**config.mk**
```make
export PLATFORM = sky130hd
export DESIGN_NAME = instruction_fetch_unit
export DESIGN_NICKNAME = d
export VERILOG_FILES = /design/src/rtl/fetch_pkg.sv /design/src/rtl/fetch_fifo.sv /design/src/rtl/instruction_fetch_unit.sv
export SDC_FILE = /design/constraint.sdc
export NUM_CORES = 1
export LEC_CHECK = 0
export CAP_MARGIN = 20
export CORE_ASPECT_RATIO = 0.7
export CORE_MARGIN = 2
export CORE_UTILIZATION = 25
export DETAILED_ROUTE_END_ITERATION = 8
export DONT_BUFFER_PORTS = 1
export GPL_TIMING_DRIVEN = 0
export PLACE_DENSITY_LB_ADDON = 0.1
export RECOVER_POWER = 25
export SYNTH_ARGS = -nofsm -noshare
export SYNTH_HDL_FRONTEND = slang
export SYNTH_HIERARCHICAL = 1
export SYNTH_SLANG_ARGS = --single-unit
export TNS_END_PERCENT = 5
```
**constraint.sdc**
```tcl
create_clock -name clk -period 16.1 [get_ports clk]
set_clock_uncertainty 0.15 [all_clocks]
set_input_delay 4.025 -clock clk [delete_from_list [all_inputs] [get_ports clk]]
set_output_delay 4.025 -clock clk [all_outputs]
set_load 0.03 [all_outputs]
```
**src/rtl/fetch_pkg.sv**
```systemverilog
// Shared definitions for the instruction fetch front end.
//   fetch_state_e    : outstanding-request tracking (IDLE / WAIT / WAIT_DROP)
//   NOP_WORD         : instruction word presented to decode in a bubble slot
//   RESET_PC_DEFAULT : default program counter after reset
package fetch_pkg;

    typedef enum logic [1:0] {
        IDLE      = 2'd0,  // no request outstanding
        WAIT      = 2'd1,  // one request outstanding, its data will be kept
        WAIT_DROP = 2'd2   // one request outstanding, its data will be discarded
    } fetch_state_e;

    localparam logic [31:0] NOP_WORD = 32'h0;

    localparam int unsigned RESET_PC_DEFAULT = 0;

endpackage

```
**src/rtl/fetch_fifo.sv**
```systemverilog
// Prefetch buffer between instruction memory and the IR stage.
// Synchronous FIFO with wrap-around pointers; clear beats push.
// Ports:
//   clk, rst      : clock, asynchronous active-high reset
//   clear         : empty the buffer (pointers and count to zero)
//   push, wdata   : write one entry (caller guarantees not full unless popping)
//   pop           : remove the head entry (ignored when empty)
//   rdata         : head entry, valid while count != 0
//   count         : number of stored entries
module fetch_fifo #(
    parameter int DATA_W = 64,
    parameter int DEPTH  = 2,
    localparam int PTR_W = (DEPTH > 1) ? $clog2(DEPTH) : 1,
    localparam int CNT_W = $clog2(DEPTH + 1)
) (
    input  logic              clk,
    input  logic              rst,
    input  logic              clear,
    input  logic              push,
    input  logic [DATA_W-1:0] wdata,
    input  logic              pop,
    output logic [DATA_W-1:0] rdata,
    output logic [CNT_W-1:0]  count
);

    logic [DATA_W-1:0] mem_q [DEPTH];
    logic [PTR_W-1:0]  wr_ptr_q, wr_ptr_d;
    logic [PTR_W-1:0]  rd_ptr_q, rd_ptr_d;
    logic [CNT_W-1:0]  count_q, count_d;
    logic              do_pop;

    // Explicit wrap so non-power-of-two depths work too.
    function automatic logic [PTR_W-1:0] next_ptr(input logic [PTR_W-1:0] p);
        return (p == PTR_W'(DEPTH - 1)) ? '0 : p + PTR_W'(1);
    endfunction

    always_comb begin
        wr_ptr_d = wr_ptr_q;
        rd_ptr_d = rd_ptr_q;
        count_d  = count_q;
        do_pop   = pop && (count_q != '0);
        if (clear) begin
            wr_ptr_d = '0;
            rd_ptr_d = '0;
            count_d  = '0;
        end else begin
            if (push) begin
                wr_ptr_d = next_ptr(wr_ptr_q);
            end
            if (do_pop) begin
                rd_ptr_d = next_ptr(rd_ptr_q);
            end
            count_d = count_q + CNT_W'(push) - CNT_W'(do_pop);
        end
    end

    always_ff @(posedge clk or posedge rst) begin
        if (rst) begin
            wr_ptr_q <= '0;
            rd_ptr_q <= '0;
            count_q  <= '0;
        end else begin
            wr_ptr_q <= wr_ptr_d;
            rd_ptr_q <= rd_ptr_d;
            count_q  <= count_d;
        end
    end

    // Storage is data only; the pointers decide what is valid.
    always_ff @(posedge clk) begin
        if (push && !clear) begin
            mem_q[wr_ptr_q] <= wdata;
        end
    end

    assign rdata = mem_q[rd_ptr_q];
    assign count = count_q;

endmodule

```
**src/rtl/instruction_fetch_unit.sv**
```systemverilog
// Fetch stage: owns the PC, issues single outstanding word reads, buffers
// returned words in a prefetch FIFO and feeds IR / PC_1 / flush to decode.
// Ports:
//   clk, rst                 : clock, asynchronous active-high reset
//   stall                    : decode hold, IR stage keeps its contents
//   redirect_en, redirect_pc : taken branch/jump, new fetch target
//   imem_req, imem_addr      : read request (combinational) and address (= PC)
//   imem_ready               : memory accepts when imem_req & imem_ready
//   imem_rvalid, imem_rdata  : in-order read response
//   IR, PC_1, flush          : instruction, its address + 1, bubble marker
module instruction_fetch_unit
    import fetch_pkg::*;
#(
    parameter int              PC_W       = 32,
    parameter int              FIFO_DEPTH = 2,
    parameter logic [PC_W-1:0] RESET_PC   = PC_W'(RESET_PC_DEFAULT)
) (
    input  logic            clk,
    input  logic            rst,
    input  logic            stall,
    input  logic            redirect_en,
    input  logic [PC_W-1:0] redirect_pc,
    output logic            imem_req,
    output logic [PC_W-1:0] imem_addr,
    input  logic            imem_ready,
    input  logic            imem_rvalid,
    input  logic [31:0]     imem_rdata,
    output logic [31:0]     IR,
    output logic [PC_W-1:0] PC_1,
    output logic            flush
);

    localparam int CNT_W = $clog2(FIFO_DEPTH + 1);
    localparam int ENT_W = 32 + PC_W;

    fetch_state_e    state_q, state_d;
    logic [PC_W-1:0] pc_q, pc_d;
    logic [31:0]     ir_q, ir_d;
    logic [PC_W-1:0] pc_1_q, pc_1_d;
    logic            flush_q, flush_d;

    logic [CNT_W-1:0] fifo_count;
    logic [ENT_W-1:0] fifo_head;
    logic [ENT_W-1:0] push_data;
    logic             pop;
    logic             push;
    logic             busy;
    logic             room;
    logic             accept;
    logic [CNT_W:0]   occupancy;

    // Request/handshake decode.
    always_comb begin
        pop       = !stall && !redirect_en && (fifo_count != '0);
        busy      = (state_q != IDLE);
        // Entries held after this cycle plus the slot reserved for the
        // outstanding response; a new request needs one more free slot.
        occupancy = {1'b0, fifo_count} - (CNT_W+1)'(pop) + (CNT_W+1)'(busy);
        room      = occupancy < (CNT_W+1)'(FIFO_DEPTH);
        imem_req  = !redirect_en && room &&
                    ((state_q == IDLE) || ((state_q == WAIT) && imem_rvalid));
        accept    = imem_req && imem_ready;
        push      = (state_q == WAIT) && imem_rvalid && !redirect_en;
        // While WAIT (no redirect since issue) the PC already points one
        // past the outstanding address, which is exactly PC_1 for that word.
        push_data = {imem_rdata, pc_q};
    end

    // Outstanding-request FSM and PC.
    always_comb begin
        state_d = state_q;
        pc_d    = pc_q;
        case (state_q)
            IDLE: begin
                if (accept) begin
                    state_d = WAIT;
                end
            end
            WAIT: begin
                if (redirect_en) begin
                    state_d = imem_rvalid ? IDLE : WAIT_DROP;
                end else if (imem_rvalid) begin
                    state_d = accept ? WAIT : IDLE;
                end
            end
            WAIT_DROP: begin
                if (imem_rvalid) begin
                    state_d = IDLE;
                end
            end
            default: state_d = IDLE;
        endcase
        if (redirect_en) begin
            pc_d = redirect_pc;
        end else if (accept) begin
            pc_d = pc_q + PC_W'(1);
        end
    end

    // IR stage: redirect forces a bubble even under stall.
    always_comb begin
        ir_d    = ir_q;
        pc_1_d  = pc_1_q;
        flush_d = flush_q;
        if (redirect_en) begin
            ir_d    = NOP_WORD;
            flush_d = 1'b1;
        end else if (!stall) begin
            if (fifo_count != '0) begin
                ir_d    = fifo_head[ENT_W-1:PC_W];
                pc_1_d  = fifo_head[PC_W-1:0];
                flush_d = 1'b0;
            end else begin
                ir_d    = NOP_WORD;
                flush_d = 1'b1;
            end
        end
    end

    always_ff @(posedge clk or posedge rst) begin
        if (rst) begin
            state_q <= IDLE;
            pc_q    <= RESET_PC;
            ir_q    <= NOP_WORD;
            pc_1_q  <= '0;
            flush_q <= 1'b1;
        end else begin
            state_q <= state_d;
            pc_q    <= pc_d;
            ir_q    <= ir_d;
            pc_1_q  <= pc_1_d;
            flush_q <= flush_d;
        end
    end

    fetch_fifo #(
        .DATA_W (ENT_W),
        .DEPTH  (FIFO_DEPTH)
    ) u_fifo (
        .clk   (clk),
        .rst   (rst),
        .clear (redirect_en),
        .push  (push),
        .wdata (push_data),
        .pop   (pop),
        .rdata (fifo_head),
        .count (fifo_count)
    );

    assign imem_addr = pc_q;
    assign IR        = ir_q;
    assign PC_1      = pc_1_q;
    assign flush     = flush_q;

endmodule

```
==> results of run 1 <==
-- final timing paths --
kind | start | endpoint | slack, ns
hold reg to reg | state_q[1] | state_q[0] | 0.42
setup / recovery | stall | imem_req | 4.45
max in group asynchronous | rst | PC_1[20] | 10.81
hold / removal | state_q[1] | state_q[0] | 0.42
setup reg to reg | u_fifo/count[1] | imem_addr[30] | 10.99
min in group asynchronous | rst | u_fifo/wr_ptr_q | 3.11
-- layout make-up --
class / count / area, um^2 / share of cell area
repair buffers: 11 / 160 / 0.0146
well taps: 488 / 611 / 0.0557
plain buffers: 33 / 181 / 0.0165
clock buffers: 34 / 712 / 0.0649
inverters: 12 / 46.3 / 0.00422
clock inverters: 13 / 125 / 0.0114
flip-flops and latches: 231 / 6420 / 0.585
multi-input cells: 330 / 2710 / 0.247
-- cell families after synthesis --
family                     Yosys count  synth area share
AOI/OAI and AO/OA                   83            0.0701
muxes                              104             0.125
adders and majority gates            5           0.00749
buffers and inverters               45            0.0242
xor gates and xnor gates            10            0.0108
and+or+nand+nor                    128            0.0760
DFF                                231             0.687
-- layer usage --
metal  global-route usage  vias up  wire [um]
met4               0.0385        4        820
met5                    0        -         24
met2                0.205      132      11700
met3               0.0392       47       1500
met1                0.182     2856      12200
li1                     -     2417          -
-- per-stage QoR --
step	std cells	instance area (um^2)	total power (W)	setup slack [ns]	util
5_1_grt	1152	11000	0.00152	4.17	0.297
3_3_place_gp	1094	9960	0.000877	0.271	0.269
3_5_place_dp	1105	10100	0.000881	4.35	0.274
6_report	1152	11000	0.00145	4.45	0.297
2_1_floorplan	606	9350	0.000840	5.38	-
4_1_cts	1152	11000	0.00148	4.34	0.297
-- cells in the final DEF, fill, tap and decap left out, drive strengths merged, types with 4 or more instances in the layout --
cell type,netlist,routed
edfxtp,128,128
dfrtp,102,102
mux2,99,99
clkbuf,20,54
nand2,39,39
a22o,32,32
buf,13,24
nand3,22,22
o211ai,14,14
nand4,12,12
inv,12,11
o311ai,10,10
nor2,10,10
clkinv,0,10
o21ai,8,8
and4,8,8
nor2b,6,6
and3,6,6
or4,5,5
nor3,5,5
or3,5,5
mux2i,5,5
xor2,5,5
nand2b,4,4
xnor2,4,4
ha,4,4
-- flip-flops by register name, summed over array words and instances (netlist names) --
register / flops
u_fifo/wr_ptr_q: 1
imem_addr: 32
flush: 1
u_fifo/rd_ptr_q: 1
u_fifo/count: 2
IR: 32
PC_1: 32
state_q: 2
u_fifo/mem_q: 128
-- report_power, final --
group          leakage (nW)  switching [W]  internal [W]
Sequential             2.48       0.000121      0.000668
Clock                 0.408       0.000244      0.000343
Combinational          1.12      0.0000399     0.0000370
Total                  4.01       0.000405       0.00105
-- synthesized netlist by cell type, drive strengths merged (2+ instances only) --
| cell type | n |
|---|---|
| a211oi | 2 |
| a21boi | 2 |
| a21oi | 3 |
| a221o | 2 |
| a22o | 32 |
| a31oi | 3 |
| and3 | 6 |
| and4 | 8 |
| buf | 13 |
| clkbuf | 20 |
| dfrtp | 102 |
| edfxtp | 128 |
| ha | 4 |
| inv | 12 |
| mux2 | 99 |
| mux2i | 5 |
| nand2 | 39 |
| nand2b | 4 |
| nand3 | 22 |
| nand4 | 12 |
| nor2 | 10 |
| nor2b | 6 |
| nor3 | 5 |
| nor3b | 2 |
| nor4 | 2 |
| o211ai | 14 |
| o21ai | 8 |
| o311ai | 10 |
| o41ai | 3 |
| or3 | 5 |
| or4 | 5 |
| xnor2 | 4 |
| xor2 | 5 |
-- worst max-delay path, stage by stage --
cell and delay (ns):
nor3_1 0.34, clkbuf_1 0.56, clkbuf_1 0.67, ha_1 0.35
nand2b_1 0.15, fa_1 0.53, nor2b_1 0.20, nand3_1 0.13
nor2_1 0.51
==> out/results.ini, run 1 <==
[global_routing]
antenna_found_initial=3
grt_pass1_vias=5634
grt_usage=0.133
grt_remaining_overflow=0
grt_start_max_net_pins=56
grt_pass1_wl_um=39200

[setup_path]
start_kind=input port
r2r_cells=12
critPathKind=in -> out
crit_arrival_ns=7.48
crit_path_max_fanout=11
cp.required_ns=11.93
crit_path_end_kind=primary output

[route]
dr.pass1.iters=4
remaining_drc_errors=0
avgRoutedWirePerCell_um=22.9
viasPerCell=4.74
wl_um=26300
drt_iter0_drc=337
ant_nets=0
via_count=5456

[timing]
relSlewSlack=-0.624
hold_violations=0
hold_slack_ns=0.416
fin_crit_ns=11.65
setup_tns_ns=0
worstMarginPinSlew_ns=2.42
fin_crit_sh=0.724
setup_viol=0
rsz0062_at_grt=false
fmax_ghz=0.0858
drv_slew=45

[pwr]
worst_ir_drop_vdd_uv=69.4
p_leak_nw=4.01
powerDensity_nw_per_um2=132

[min_path]
holdPathStages=1
hold_path.class=reg -> reg

[floorplan]
fp.dieW_um=235
design.portCount=168
die_h_um=166
rows=59
start_util=0.253
core_um2=37000
die_area_um2=39000

[yosys]
syn_avg_cell_area_um2=15.4
synth.largest_area_cell=edfxtp_1
async_reset_ff_frac=0.446
synth-seq-cells=231
yosys_most_used_dff=edfxtp_1
syn_area_um2=9350
netlist_top_cells_area=edfxtp_1, dfrtp_1, mux2_2
ys_seq_area_frac=0.687
ys_types=50
syn_nets=681
ys_warn_count=6
synth_top_area_frac=0.411
synth_edf_count=128
synthCells=606

[cells_and_area]
syn_to_final_growth_pct=17.3
diodes=0
final_nets=720
drive_gt1_frac=0.259
nFillCells=3659

[clocking]
cts_setup_buffers=0
cts_buffers=26
cts_hold_buf=0
clk_pin_slew_worst_paths_ns=0.06
cts_buffer_depth=3
h-tree-depth=1
cts_tree=built
cts_sinks=231
cts-resized-gates=0
clk_latency_ns=0.54
cts_root_buf=clkbuf_16

[run_status]
failed_checks=max-capacitance violations, max-slew violations
status=finished, violations left

[flow_run]
max_cap_violations=1

[place]
port_buffers=0
hpwl_um=18200
place_congestion=0.736

No activity file was read; power rests on OpenSTA's default activity.
==> inputs of run 2 (changes only) <==
==> constraint.sdc (replaced) <==
create_clock -name clk -period 12 [get_ports clk]
set_clock_uncertainty 0.15 [all_clocks]
set_input_delay 3 -clock clk [delete_from_list [all_inputs] [get_ports clk]]
set_output_delay 3 -clock clk [all_outputs]
set_load 0.03 [all_outputs]
==> results of run 2 <==
The final DEF is identical to that of run 1. Status: finished, violations left: max-capacitance violations, max-slew violations.
Among the figures that moved: setup slack after placement 4.35 ns -> 2.30 ns; setup slack after layout 4.45 ns -> 2.40 ns; register-to-register setup slack 10.99 ns -> 6.89 ns; total power 0.00145 W -> 0.00195 W; worst IR drop on VDD 69.4 uV -> 93.1 uV
==> inputs of run 3 (changes only) <==
==> constraint.sdc (replaced) <==
create_clock -name clk -period 7.8 [get_ports clk]
set_clock_uncertainty 0.15 [all_clocks]
set_input_delay 1.95 -clock clk [delete_from_list [all_inputs] [get_ports clk]]
set_output_delay 1.95 -clock clk [all_outputs]
set_load 0.03 [all_outputs]
==> out/results.ini, run 3 (synthesis results as in run 1) <==
[cells_and_area]
top_register=u_fifo/mem_q
final_cell_count_no_fill=1149  ; -0.26%
mostFrequentLayoutCell=edfxtp_1
diodes=0  ; unchanged
final_nets=716  ; -0.56%
largest_register_ffs=128  ; unchanged
layout_common_cells=edfxtp_1, dfrtp_1, mux2_2, nand2_1, a22o_1
post-route-util=0.300  ; +0.00291
syn_to_final_growth_pct=18.5
drive_gt1_frac=0.259  ; -0.000337

[place]
hpwl_um=18200  ; about the same
dp_cells=1101  ; -0.36%
place_congestion=0.743  ; +0.96%
pre_cts_ws_ns=0.0955
port_buffers=0  ; unchanged

[timing]
rsz0062_at_grt=false
fin_crit_ns=7.35
hold_violations=0  ; unchanged
drv_slew=38  ; -16%
setup_ws_ns=0.446
setup_tns_ns=0  ; unchanged
fmax_ghz=0.136
worstMarginPinSlew_ns=2.05  ; -0.371 ns
relSlewSlack=-0.375  ; +0.248
fin_crit_sh=0.943
setup_viol=0  ; unchanged

[route]
wl_um=26300  ; -0.21%
viasPerCell=4.69  ; -1.1%
avgRoutedWirePerCell_um=22.9  ; about the same
dr.pass1.iters=4  ; unchanged
via_count=5384  ; -1.3%
drt_iter0_drc=374  ; +11%
ant_nets=0  ; unchanged
remaining_drc_errors=0  ; unchanged

[min_path]
holdPathStages=2  ; +1
min_from=flush
hold_path.class=reg -> reg
holdPathEnd=flush

[floorplan]
rows=59  ; unchanged
die_area_um2=39000  ; unchanged
die_h_um=166  ; unchanged
core_um2=37000  ; unchanged
fp.dieW_um=235  ; unchanged
design.portCount=168  ; unchanged
start_util=0.253  ; unchanged

[setup_path]
r2r_end=imem_addr[30]
cp_slowest_stage_delay_ns=0.63  ; -0.04 ns
start_kind=input port
crit_arrival_ns=5.25
crit_path_end_kind=primary output
critPathKind=in -> out
critPathSlowestCell=clkbuf_1
cp.buffers_inverters=2  ; unchanged
rr_startpoint=u_fifo/count[1]
worstPathCellList=nor3_1 -> clkbuf_1 -> clkbuf_2 -> ha_1 -> nand2b_1 -> fa_1 -> xnor2_1 -> nand3_1 -> nor2_1
rrSetupSlack_ns=2.81
critPathTopFamily=simple AND/OR/NAND/NOR gates
cp.required_ns=5.70
crit_start=stall
crit_path_max_fanout=11  ; unchanged
r2r_cells=12  ; unchanged

[run_status]
status=finished, violations left
failed_checks=max-capacitance violations, max-slew violations

[clocking]
clk_pin_slew_worst_paths_ns=0.06  ; about the same
h-tree-depth=1  ; unchanged
cts_buffer_depth=3  ; unchanged
cts_buffers=26  ; unchanged
cts_tree=built
cts_sinks=231  ; unchanged
cts_hold_buf=0  ; unchanged
cts_root_buf=clkbuf_16
clk_latency_ns=0.54  ; about the same

[pwr]
powerDensity_nw_per_um2=281
worst_ir_drop_vdd_uv=127
p_leak_nw=4.05  ; +1.1%

[global_routing]
grt_pass1_wl_um=39300  ; +0.21%
antenna_found_initial=1  ; -2
grt_start_max_net_pins=63  ; +13%
grt_usage=0.133  ; about the same
grt_remaining_overflow=0  ; unchanged
grt_pass1_vias=5717  ; +1.5%

[flow_run]
max_cap_violations=1  ; unchanged

-- run 3: per-layer routing --
metal | up-vias | GRT usage | routed length, um
met4 | 2 | 0.0333 | 611
met1 | 2800 | 0.187 | 12200
met2 | 140 | 0.206 | 11800
met3 | 36 | 0.0346 | 1600
li1 | 2406 | - | -
met5 | - | 0 | 8
-- run 3: cell type report --
| type | instances | area, um^2 |
|---|---|---|
| Buffer | 33 | 183 |
| Clock buffer | 35 | 736 |
| Clock inverter | 13 | 194 |
| Fill cell | 3638 | 25900 |
| Inverter | 12 | 46.3 |
| Multi-Input combinational cell | 330 | 2720 |
| Sequential cell | 231 | 6420 |
| Tap cell | 488 | 611 |
| Timing Repair Buffer | 7 | 168 |
-- run 3: how the worst max path moves through the flow --
stage | endpoint | slack, ns | cells after the start
4_1_cts | imem_req | 0.06 | 9
3_5_place_dp | imem_req | 0.1 | 9
6_report | imem_req | 0.45 | 9
2_1_floorplan | imem_req | 1.23 | 9
5_1_grt | imem_req | 0.17 | 9
3_3_place_gp | u_fifo/mem_q[0][2] | -1.01 | 4
-- run 3: tightest hold or removal path: stages (launching register included) --
cell,delay [ns]
dfstp_2,0.42
inv_1,0.07
a21oi_1,0.05
-- run 3: power breakdown --
part           internal, W  switching (W)  leakage (nW)  total [W]
registers          0.00138       0.000247          2.48    0.00163
logic            0.0000770      0.0000832          1.11   0.000160
clock network     0.000825       0.000504         0.456    0.00133
-- run 3: timing repair --
action | CTS | global route
setup endpoints to repair | 0 | 1
setup buffers | 0 | 0
resized for setup | 0 | 2
hold endpoints to repair | 0 | 0
-- run 3: metrics by stage --
stage / instance area (um^2) / hold slack (ns) / power, W
floorplan: 9360 / 0.347 / 0.00173
global placement: 9970 / 0.385 / 0.00180
detailed placement: 10100 / 0.395 / 0.00182
CTS: 11100 / 0.404 / 0.00318
global route: 11100 / 0.438 / 0.00325
finish: 11100 / 0.399 / 0.00311
